==> config.mk <==
export PLATFORM = sky130hd
export DESIGN_NAME = bw_seq_mult_ctrl_flat
export DESIGN_NICKNAME = d
export VERILOG_FILES = /design/src/rtl/bw_seq_mult_ctrl_if.sv /design/src/rtl/bw_seq_mult_ctrl.sv /design/src/flat_wrapper.sv
export SDC_FILE = /design/constraint.sdc
export NUM_CORES = 1
export LEC_CHECK = 0
export CORE_MARGIN = 10
export CORE_UTILIZATION = 26
export CTS_BUF_LIST = sky130_fd_sc_hd__clkbuf_8 sky130_fd_sc_hd__clkbuf_16
export DETAILED_ROUTE_END_ITERATION = 7
export PLACE_DENSITY = 0.48
export SKIP_CTS_REPAIR_TIMING = 1
export SLEW_MARGIN = 20
export SYNTH_ARGS = -nofsm -noshare
export SYNTH_HDL_FRONTEND = slang
export SYNTH_SLANG_ARGS = --single-unit
==> constraint.sdc <==
create_clock -name clk -period 2.5 [get_ports clk]
set_input_delay 0.375 -clock clk [delete_from_list [all_inputs] [get_ports clk]]
set_output_delay 0.375 -clock clk [all_outputs]
set_load 0.01 [all_outputs]
==> src/rtl/bw_seq_mult_ctrl_if.sv <==
// Operand/product handshake bundle for the iterative Baugh-Wooley multiplier.
// The master drives operands and ack; the slave returns status and product.
interface bw_seq_mult_ctrl_if #(
   parameter int AW = 7,
   parameter int BW = 5
);
   logic              start;
   logic [AW-1:0]     a_in;
   logic [BW-1:0]     b_in;
   logic              ready;
   logic              busy;
   logic              valid;
   logic [AW+BW-1:0]  product;
   logic              ack;

   modport master (
      output start, a_in, b_in, ack,
      input  ready, busy, valid, product
   );

   modport slave (
      input  start, a_in, b_in, ack,
      output ready, busy, valid, product
   );
endinterface

==> src/rtl/bw_seq_mult_ctrl.sv <==
// Iterative signed Baugh-Wooley multiplier: one partial-product row per clock,
// accumulated in carry-save form and resolved with the BW constant at the end.
module bw_seq_mult_ctrl #(
   parameter int AW = 7,
   parameter int BW = 5
) (
   input  logic              clk,
   input  logic              rst,
   bw_seq_mult_ctrl_if.slave bus
);
   localparam int PW = AW + BW;
   localparam int RW = $clog2(BW);
   localparam logic [PW-1:0] ONE      = PW'(1);
   localparam logic [PW-1:0] K_CORR   = (ONE << (PW-1)) | (ONE << (AW-1)) | (ONE << (BW-1));
   localparam logic [RW-1:0] ROW_LAST = RW'(BW-1);
   localparam logic [RW-1:0] ROW_ONE  = RW'(1);

   typedef enum logic [1:0] {
      S_IDLE = 2'd0,
      S_RUN  = 2'd1,
      S_FIX  = 2'd2,
      S_DONE = 2'd3
   } state_t;

   state_t          state_r, state_nx_s;
   logic [AW-1:0]   a_r;
   logic [BW-1:0]   b_r;
   logic [RW-1:0]   row_r;
   logic [PW-1:0]   sum_r, carry_r, product_r;
   logic [PW-1:0]   pp_s, sum_nx_s, carry_nx_s;
   logic            ready_r, busy_r, valid_r;

   // Row j of the BW array: sign-row/sign-column cross terms are NANDed.
   function automatic logic [PW-1:0] bw_row(input logic [AW-1:0] a,
                                            input logic [BW-1:0] b,
                                            input logic [RW-1:0] j);
      logic [PW-1:0] r;
      logic          flip;
      r = {PW{1'b0}};
      for (int i = 0; i < AW; i++) begin
         flip = ((i == AW-1) != (int'(j) == BW-1));
         r[i] = (a[i] & b[j]) ^ flip;
      end
      return r << j;
   endfunction

   // One row of full adders folding the current partial product into sum/carry.
   always_comb begin
      pp_s       = bw_row(a_r, b_r, row_r);
      sum_nx_s   = sum_r ^ carry_r ^ pp_s;
      carry_nx_s = {(sum_r[PW-2:0] & carry_r[PW-2:0]) |
                    (sum_r[PW-2:0] & pp_s[PW-2:0])    |
                    (carry_r[PW-2:0] & pp_s[PW-2:0]), 1'b0};
   end

   // Next-state decode; start and ack only matter in IDLE and DONE respectively.
   always_comb begin
      state_nx_s = state_r;
      case (state_r)
         S_IDLE: begin
            if (bus.start) state_nx_s = S_RUN;
            else           state_nx_s = S_IDLE;
         end
         S_RUN: begin
            if (row_r == ROW_LAST) state_nx_s = S_FIX;
            else                   state_nx_s = S_RUN;
         end
         S_FIX:  state_nx_s = S_DONE;
         S_DONE: begin
            if (bus.ack) state_nx_s = S_IDLE;
            else         state_nx_s = S_DONE;
         end
         default: state_nx_s = S_IDLE;
      endcase
   end

   // State register and status flags, registered from the next state.
   always_ff @(posedge clk) begin
      if (rst) begin
         state_r <= S_IDLE;
         ready_r <= 1'b1;
         busy_r  <= 1'b0;
         valid_r <= 1'b0;
      end else begin
         state_r <= state_nx_s;
         ready_r <= (state_nx_s == S_IDLE);
         busy_r  <= (state_nx_s == S_RUN) || (state_nx_s == S_FIX);
         valid_r <= (state_nx_s == S_DONE);
      end
   end

   // Operand capture, row accumulation and final product resolution.
   always_ff @(posedge clk) begin
      if (rst) begin
         a_r       <= {AW{1'b0}};
         b_r       <= {BW{1'b0}};
         row_r     <= {RW{1'b0}};
         sum_r     <= {PW{1'b0}};
         carry_r   <= {PW{1'b0}};
         product_r <= {PW{1'b0}};
      end else begin
         case (state_r)
            S_IDLE: begin
               if (bus.start) begin
                  a_r     <= bus.a_in;
                  b_r     <= bus.b_in;
                  row_r   <= {RW{1'b0}};
                  sum_r   <= {PW{1'b0}};
                  carry_r <= {PW{1'b0}};
               end
            end
            S_RUN: begin
               sum_r   <= sum_nx_s;
               carry_r <= carry_nx_s;
               // Saturate so a stray extra cycle can never index a stale row.
               if (row_r != ROW_LAST) row_r <= row_r + ROW_ONE;
            end
            S_FIX: product_r <= sum_r + carry_r + K_CORR;
            default: ;
         endcase
      end
   end

   assign bus.ready   = ready_r;
   assign bus.busy    = busy_r;
   assign bus.valid   = valid_r;
   assign bus.product = product_r;
endmodule

==> src/flat_wrapper.sv <==
// flat-port wrapper written by rule: the top's interface ports become plain ports
module bw_seq_mult_ctrl_flat 
#(
   parameter int AW = 7,
   parameter int BW = 5
)
  (clk, rst, bus_start, bus_a_in, bus_b_in, bus_ack, bus_ready, bus_busy, bus_valid, bus_product);
  bw_seq_mult_ctrl_if #(.AW(AW), .BW(BW)) bus_i ();
  input  logic clk;
  input  logic rst;
  input wire logic [$bits(bus_i.start)-1:0] bus_start;
  input wire logic [$bits(bus_i.a_in)-1:0] bus_a_in;
  input wire logic [$bits(bus_i.b_in)-1:0] bus_b_in;
  input wire logic [$bits(bus_i.ack)-1:0] bus_ack;
  output wire logic [$bits(bus_i.ready)-1:0] bus_ready;
  output wire logic [$bits(bus_i.busy)-1:0] bus_busy;
  output wire logic [$bits(bus_i.valid)-1:0] bus_valid;
  output wire logic [$bits(bus_i.product)-1:0] bus_product;
  assign bus_i.start = bus_start;
  assign bus_i.a_in = bus_a_in;
  assign bus_i.b_in = bus_b_in;
  assign bus_i.ack = bus_ack;
  assign bus_ready = bus_i.ready;
  assign bus_busy = bus_i.busy;
  assign bus_valid = bus_i.valid;
  assign bus_product = bus_i.product;
  bw_seq_mult_ctrl #(.AW(AW), .BW(BW)) u_core (.clk(clk), .rst(rst), .bus(bus_i));
endmodule
; Word level (Yosys, flattened, before mapping)
; Index checks and enable logic that the tools add are counted.
[op_classes]
eq_ne = 11
muxes = 12
shifts = 1
bitwise_logic = 22
addsub = 3
n_reduce_logical = 7
magnitude_cmp = 1
[ops]
columns = op, count
row1 = one-hot mux 12 bit (2 select lines), 2
row2 = bitwise AND 11 bit, 3
row3 = XOR 12 bit, 2
row4 = OR 11 bit, 2
row5 = adder 12 bit, 1
row6 = adder 12 bit (second input constant), 1
row7 = two-way mux 12 bit, 1
row8 = left shift 7 x 3 -> 12 bit, 1
row9 = == test 2 bit (second input constant), 4
row10 = one-hot mux 2 bit (4 select lines), 1
row11 = bitwise AND 1 bit, 7
row12 = XOR 1 bit, 7
row13 = == test 3 bit (second input constant), 2
row14 = two-way mux 3 bit, 2
row15 = one-hot mux 3 bit (2 select lines), 1
row16 = == test 2 x 1 -> 1 bit (second input constant), 2
row17 = zero test 2 bit, 2
row18 = < comparator 3 x 4 -> 1 bit (second input constant), 1
row19 = two-way mux 2 bit, 2
row20 = AND reduction 2 bit, 2
row21 = adder 3 x 1 -> 3 bit (second input constant), 1
row22 = binary-select mux 1 bit (select 3 bit), 1
row23 = != test 3 bit (second input constant), 1
row24 = AND reduction 3 bit, 1
row25 = 6 further kinds, 7
[word_totals]
reg_bits = 56
input_bits = 16
elab_cells = 67

; Logic depth before layout (Yosys ltp)
[depth]
word_depth = 9
ltp_mapped = 13

; Worst setup path after synthesis
; OpenSTA, ideal clock, no wires.
[synth_timing]
path_kind = reg2reg
start = register u_core.row_r[1]
end = register u_core.sum_r[6]
arrival_ns = 2.552
setup_slack_ns = -0.180
required_ns = 2.372
path_stages_with_launch = 14
n_path_buf = 2
cell_sequence = dfxtp_1 > buf_2 > inv_1 > ha_1 > clkbuf_1 > nand3b_4 > a21boi_1 > o31ai_1 > o22ai_1 > mux2i_1 > fa_1 > nor2_1 > a31oi_1 > nor2_1
[synth_via]
elab_chain_cells = 7
[synth_rtl]
columns = element, line
row1 = from (decl), bw_seq_mult_ctrl.sv:28  ; logic [RW-1:0] row_r;
row2 = from (signal assigned), bw_seq_mult_ctrl.sv:97  ; row_r <= {RW{1'b0}};
row3 = from (signal assigned), bw_seq_mult_ctrl.sv:107  ; row_r <= {RW{1'b0}};
row4 = from (signal assigned), bw_seq_mult_ctrl.sv:116  ; if (row_r != ROW_LAST) row_r <= row_r + ROW_ONE;
row5 = binary-select mux 1 bit (select 3 bit), bw_seq_mult_ctrl.sv:42  ; r[i] = (a[i] & b[j]) ^ flip;
row6 = two-way mux 1 bit (not written as such), bw_seq_mult_ctrl.sv:42
row7 = bitwise AND 1 bit, bw_seq_mult_ctrl.sv:42
row8 = XOR 1 bit, bw_seq_mult_ctrl.sv:42
row9 = left shift 7 x 3 -> 12 bit (*), bw_seq_mult_ctrl.sv:44  ; return r << j;
row10 = XOR 12 bit (*), bw_seq_mult_ctrl.sv:50  ; sum_nx_s = sum_r ^ carry_r ^ pp_s;
row11 = one-hot mux 12 bit (2 select lines) (*), bw_seq_mult_ctrl.sv:102  ; case (state_r)
row12 = to (signal assigned), bw_seq_mult_ctrl.sv:98  ; sum_r <= {PW{1'b0}};
row13 = to (signal assigned), bw_seq_mult_ctrl.sv:108  ; sum_r <= {PW{1'b0}};
row14 = to (signal assigned), bw_seq_mult_ctrl.sv:113  ; sum_r <= sum_nx_s;
row15 = to (decl), bw_seq_mult_ctrl.sv:29  ; logic [PW-1:0] sum_r, carry_r, product_r;
; Mark *: on every way between the ends. The rest lies on a longest branch, timed or not. The select of a mux whose other input is x is not followed.
; A chain may end at the register's enable or synchronous reset.

; Worst setup path in the final report
[layout_timing]
start = register u_core.row_r[0]
end = register u_core.sum_r[10]
; The elaborated chain is that of the path after synthesis.

==> reports/results.tsv <==
stage	metric	value	unit
outcome	status	finished, final reports clean	
die	start_util	26.69	%
critical_path	slowest_stage	fa_1	
routing	first_pass_iters	4	
critical_path	cpMostUsedCell	nor2_1	
place	hpwl	6336	um
critical_path	worst-setup-path-type	reg -> reg	
die	die_h	134.3	um
hold_path	hold_path_depth	2	
timing	fmax	413.5	MHz
critical_path	r2r_start	u_core.row_r[0]$_SDFFE_PP0P_	
cts	cts.sinks	55	
final_layout	fin_nets	521	
final_layout	syn2layout_area_growth	25.79	%
die	die_x	134.3	um
global_route	grt_overflow	0	
hold_path	hold_class	reg -> reg	
logic_synthesis	synth_compound_area_share	19.34	%
timing	finalSetupViolations	0	
logic_synthesis	synthXorXnorAreaFrac	2.321	%
cts	cts_root_buf	clkbuf_16	
logic_synthesis	synth_top_family_by_area	simple AND/OR/NAND/NOR gates	
place	portBuffers	30	
critical_path	r2r-end	u_core.sum_r[10]$_SDFFE_PP0P_	
global_route	grt_pass1_vias	2976	
cts	clk_pin_slew	0.08	ns
logic_synthesis	yosysWarnings	0	
critical_path	required	2.66	ns
logic_synthesis	synth_edf_count	0	
routing	ant_nets	0	
critical_path	critPathLaunchType	flop	
timing	holdWs	0.4588	ns
logic_synthesis	yosys.area_share.simple	21.70	%
cts	cts_tree	done	
cts	clk_latency	0.30	ns
logic_synthesis	synth_seq_cells	55	
final_layout	final_common_cell	nor2_1	
global_route	track_usage	9.903	%
cts	cts_htree_levels	2	
global_route	grt_antenna_before_repair	0	
power_and_ir_drop	p_leak	1.581	nW
critical_path	critPathBufInv	0	
final_layout	final_cell_mix	nor2_1, nand2_1, dfxtp_1	
die	num_rows	41	
logic_synthesis	synthAdderAreaFrac	15.33	%
critical_path	crit_end	u_core.sum_r[10]$_SDFFE_PP0P_	
global_route	grt_start_max_net_pins	53	
critical_path	startpoint	u_core.row_r[0]$_SDFFE_PP0P_	
routing	wl	8677	um
timing	grt_setup_unrepaired	yes	
logic_synthesis	yosysSeqAreaShare	32.42	%
cts	clock_path_buffers	2	
logic_synthesis	synth_area_per_cell	7.916	um2
power_and_ir_drop	peakVddDrop	0.2868	mV
die	core_area	0.01272	mm2
final_layout	stdcell_area	0.004272	mm2
logic_synthesis	synthesis.nets	480	
final_layout	num_antenna_cells	0	
critical_path	rr_worst_depth	10	
critical_path	cp_num_cells	10	
critical_path	crit_family	compound AO/OA/AOI/OAI gates	
routing	drc	0	
power_and_ir_drop	p_per_area	459.7	mW/mm2
logic_synthesis	synthFlopType	dfxtp_1	
logic_synthesis	synthMuxAreaShare	1.769	%
timing	finalClockSkew	0.009476	ns
critical_path	crit_arrival	2.58	ns
timing	finalCritPeriodShare	96.74	%
timing	finalHoldViolations	0	
timing	maxSlewHeadroom	35.58	%
critical_path	crit_fanout	6	
routing	viasPerCell	4.656	
timing	drv_slew	0	
place	placed_area	0.004023	mm2
routing	initialDrtViolationCount	180	
logic_synthesis	syn_area	0.003396	mm2
critical_path	crit_chain	or2_4 > o22a_4 > o211ai_1 > o31ai_2 > o22ai_2 > nand2_2 > fa_1 > nor2_1 > a31oi_1 > nor2_1	
timing	tightestPinTransition	0.9663	ns
final_layout	drive_above_1_share	13.80	%
place	place_congestion	0.8251	
logic_synthesis	ys_async_sr_fraction	0	%
critical_path	endpoint_kind	flop	
die	die_area	0.01803	mm2
global_route	grt_pass1_wl	14880	um
timing	setup_tns	0	ns
critical_path	r2r_slack	0.08	ns
final_layout	fillCellCount	1386	
routing	vias	2994	
flow_run	cap_violations	0	
critical_path	slowest_delay	0.51	ns
routing	wl_per_cell	13.49	um
timing	fin_crit	2.418	ns
logic_synthesis	synth.distinct_cells	54	
logic_synthesis	synthCells	429	
die	num_io_pins	31	
cts	cts_buffers	5	
==> metrics by stage <==
| stage | util (%) | cells | worst slack, ns | power, mW |
|---|---|---|---|---|
| floorplan | - | 429 | 0.02604 | 1.096 |
| global placement | 31.62 | 635 | -0.02396 | 1.203 |
| detailed placement | 31.62 | 635 | -0.02802 | 1.203 |
| CTS | 32.87 | 643 | -0.04075 | 1.983 |
| global route | 33.58 | 643 | -0.05549 | 2.062 |
| finish | 33.58 | 643 | 0.08162 | 1.964 |
==> state kept, by name, summed over array words and instances (netlist names), 2 cells and up <==
| signal | flops |
|---|---|
| u_core.sum_r | 12 |
| u_core.a_r | 7 |
| u_core.state_r | 2 |
| u_core.b_r | 5 |
| u_core.row_r | 3 |
| u_core.bus.product | 12 |
| u_core.carry_r | 11 |
==> worst min path at each step <==
stage	slack [ns]	end	start
after floorplan	0.44	u_core.b_r[0]$_SDFFE_PP0P_	u_core.b_r[0]$_SDFFE_PP0P_
after global placement	0.44	u_core.bus.product[6]$_SDFFE_PP0N_	u_core.bus.product[6]$_SDFFE_PP0N_
after detailed placement	0.45	u_core.bus.product[5]$_SDFFE_PP0N_	u_core.bus.product[5]$_SDFFE_PP0N_
after CTS	0.46	u_core.b_r[2]$_SDFFE_PP0P_	u_core.b_r[2]$_SDFFE_PP0P_
after global routing	0.48	u_core.bus.product[6]$_SDFFE_PP0N_	u_core.bus.product[6]$_SDFFE_PP0N_
final	0.46	u_core.bus.product[5]$_SDFFE_PP0N_	u_core.bus.product[5]$_SDFFE_PP0N_
==> report_power, final <==
part           internal (mW)  total, mW  switching [mW]
combinational          0.127      0.281           0.154
sequential             0.896      0.916          0.0202
clock                  0.409      0.767           0.358
==> worst register-to-register path, stage by stage, from the launching register on <==
cell      delay (ns)
dfxtp_4         0.36
or2_4           0.26
o22a_4          0.23
o211ai_1        0.23
o31ai_2         0.12
o22ai_2         0.25
nand2_2         0.09
fa_1            0.51
nor2_1          0.04
a31oi_1         0.15
nor2_1          0.06
==> area by class of cell <==
class	instances	area, um2	area share, %
Clock buffer	6	138.9	3.251
Timing Repair Buffer	60	528.0	12.36
Multi-Input combinational cell	314	2130	49.85
Tap cell	172	215.2	5.038
Sequential cell	55	1112	26.04
Clock inverter	2	20.02	0.4687
Inverter	34	127.6	2.988
==> Yosys cell counts, types with 4 or more instances <==
cell type   n  share of area, %
nand2_1    56               6.2
fa_1       11               6.5
inv_1      34               3.8
mux2i_1     6               1.8
a21oi_1    38               5.6
nand3_1    10               1.5
xnor2_1     6               1.5
dfxtp_1    55                32
a31oi_1    20               3.7
nor2_1     58               6.4
nor3_1      9               1.3
clkbuf_1   20               2.2
o21ai_0    10               1.5
ha_1       24               8.8
nand2b_1    4              0.74
a211oi_1    6               1.3
nor2b_1     5              0.92
==> layer usage <==
layer | vias up | track usage (%) | wire length (um)
met5 | - | 0 | 0
met2 | 58 | 14.77 | 3792
li1 | 1542 | - | -
met4 | 0 | 2.358 | 31
met3 | 2 | 2.875 | 436
met1 | 1392 | 13.63 | 4416
==> kinds of logic (layout without fill, tap and decap cells) <==
group,count (synthesis),count (layout)
AOI/OAI and AO/OA,102,102
and+or+nand+nor,162,162
adders and majority gates,35,35
xor gates and xnor gates,9,9
muxes,6,6
DFF,55,55
buffers and inverters,60,102
(Power assumes the default switching activity.)
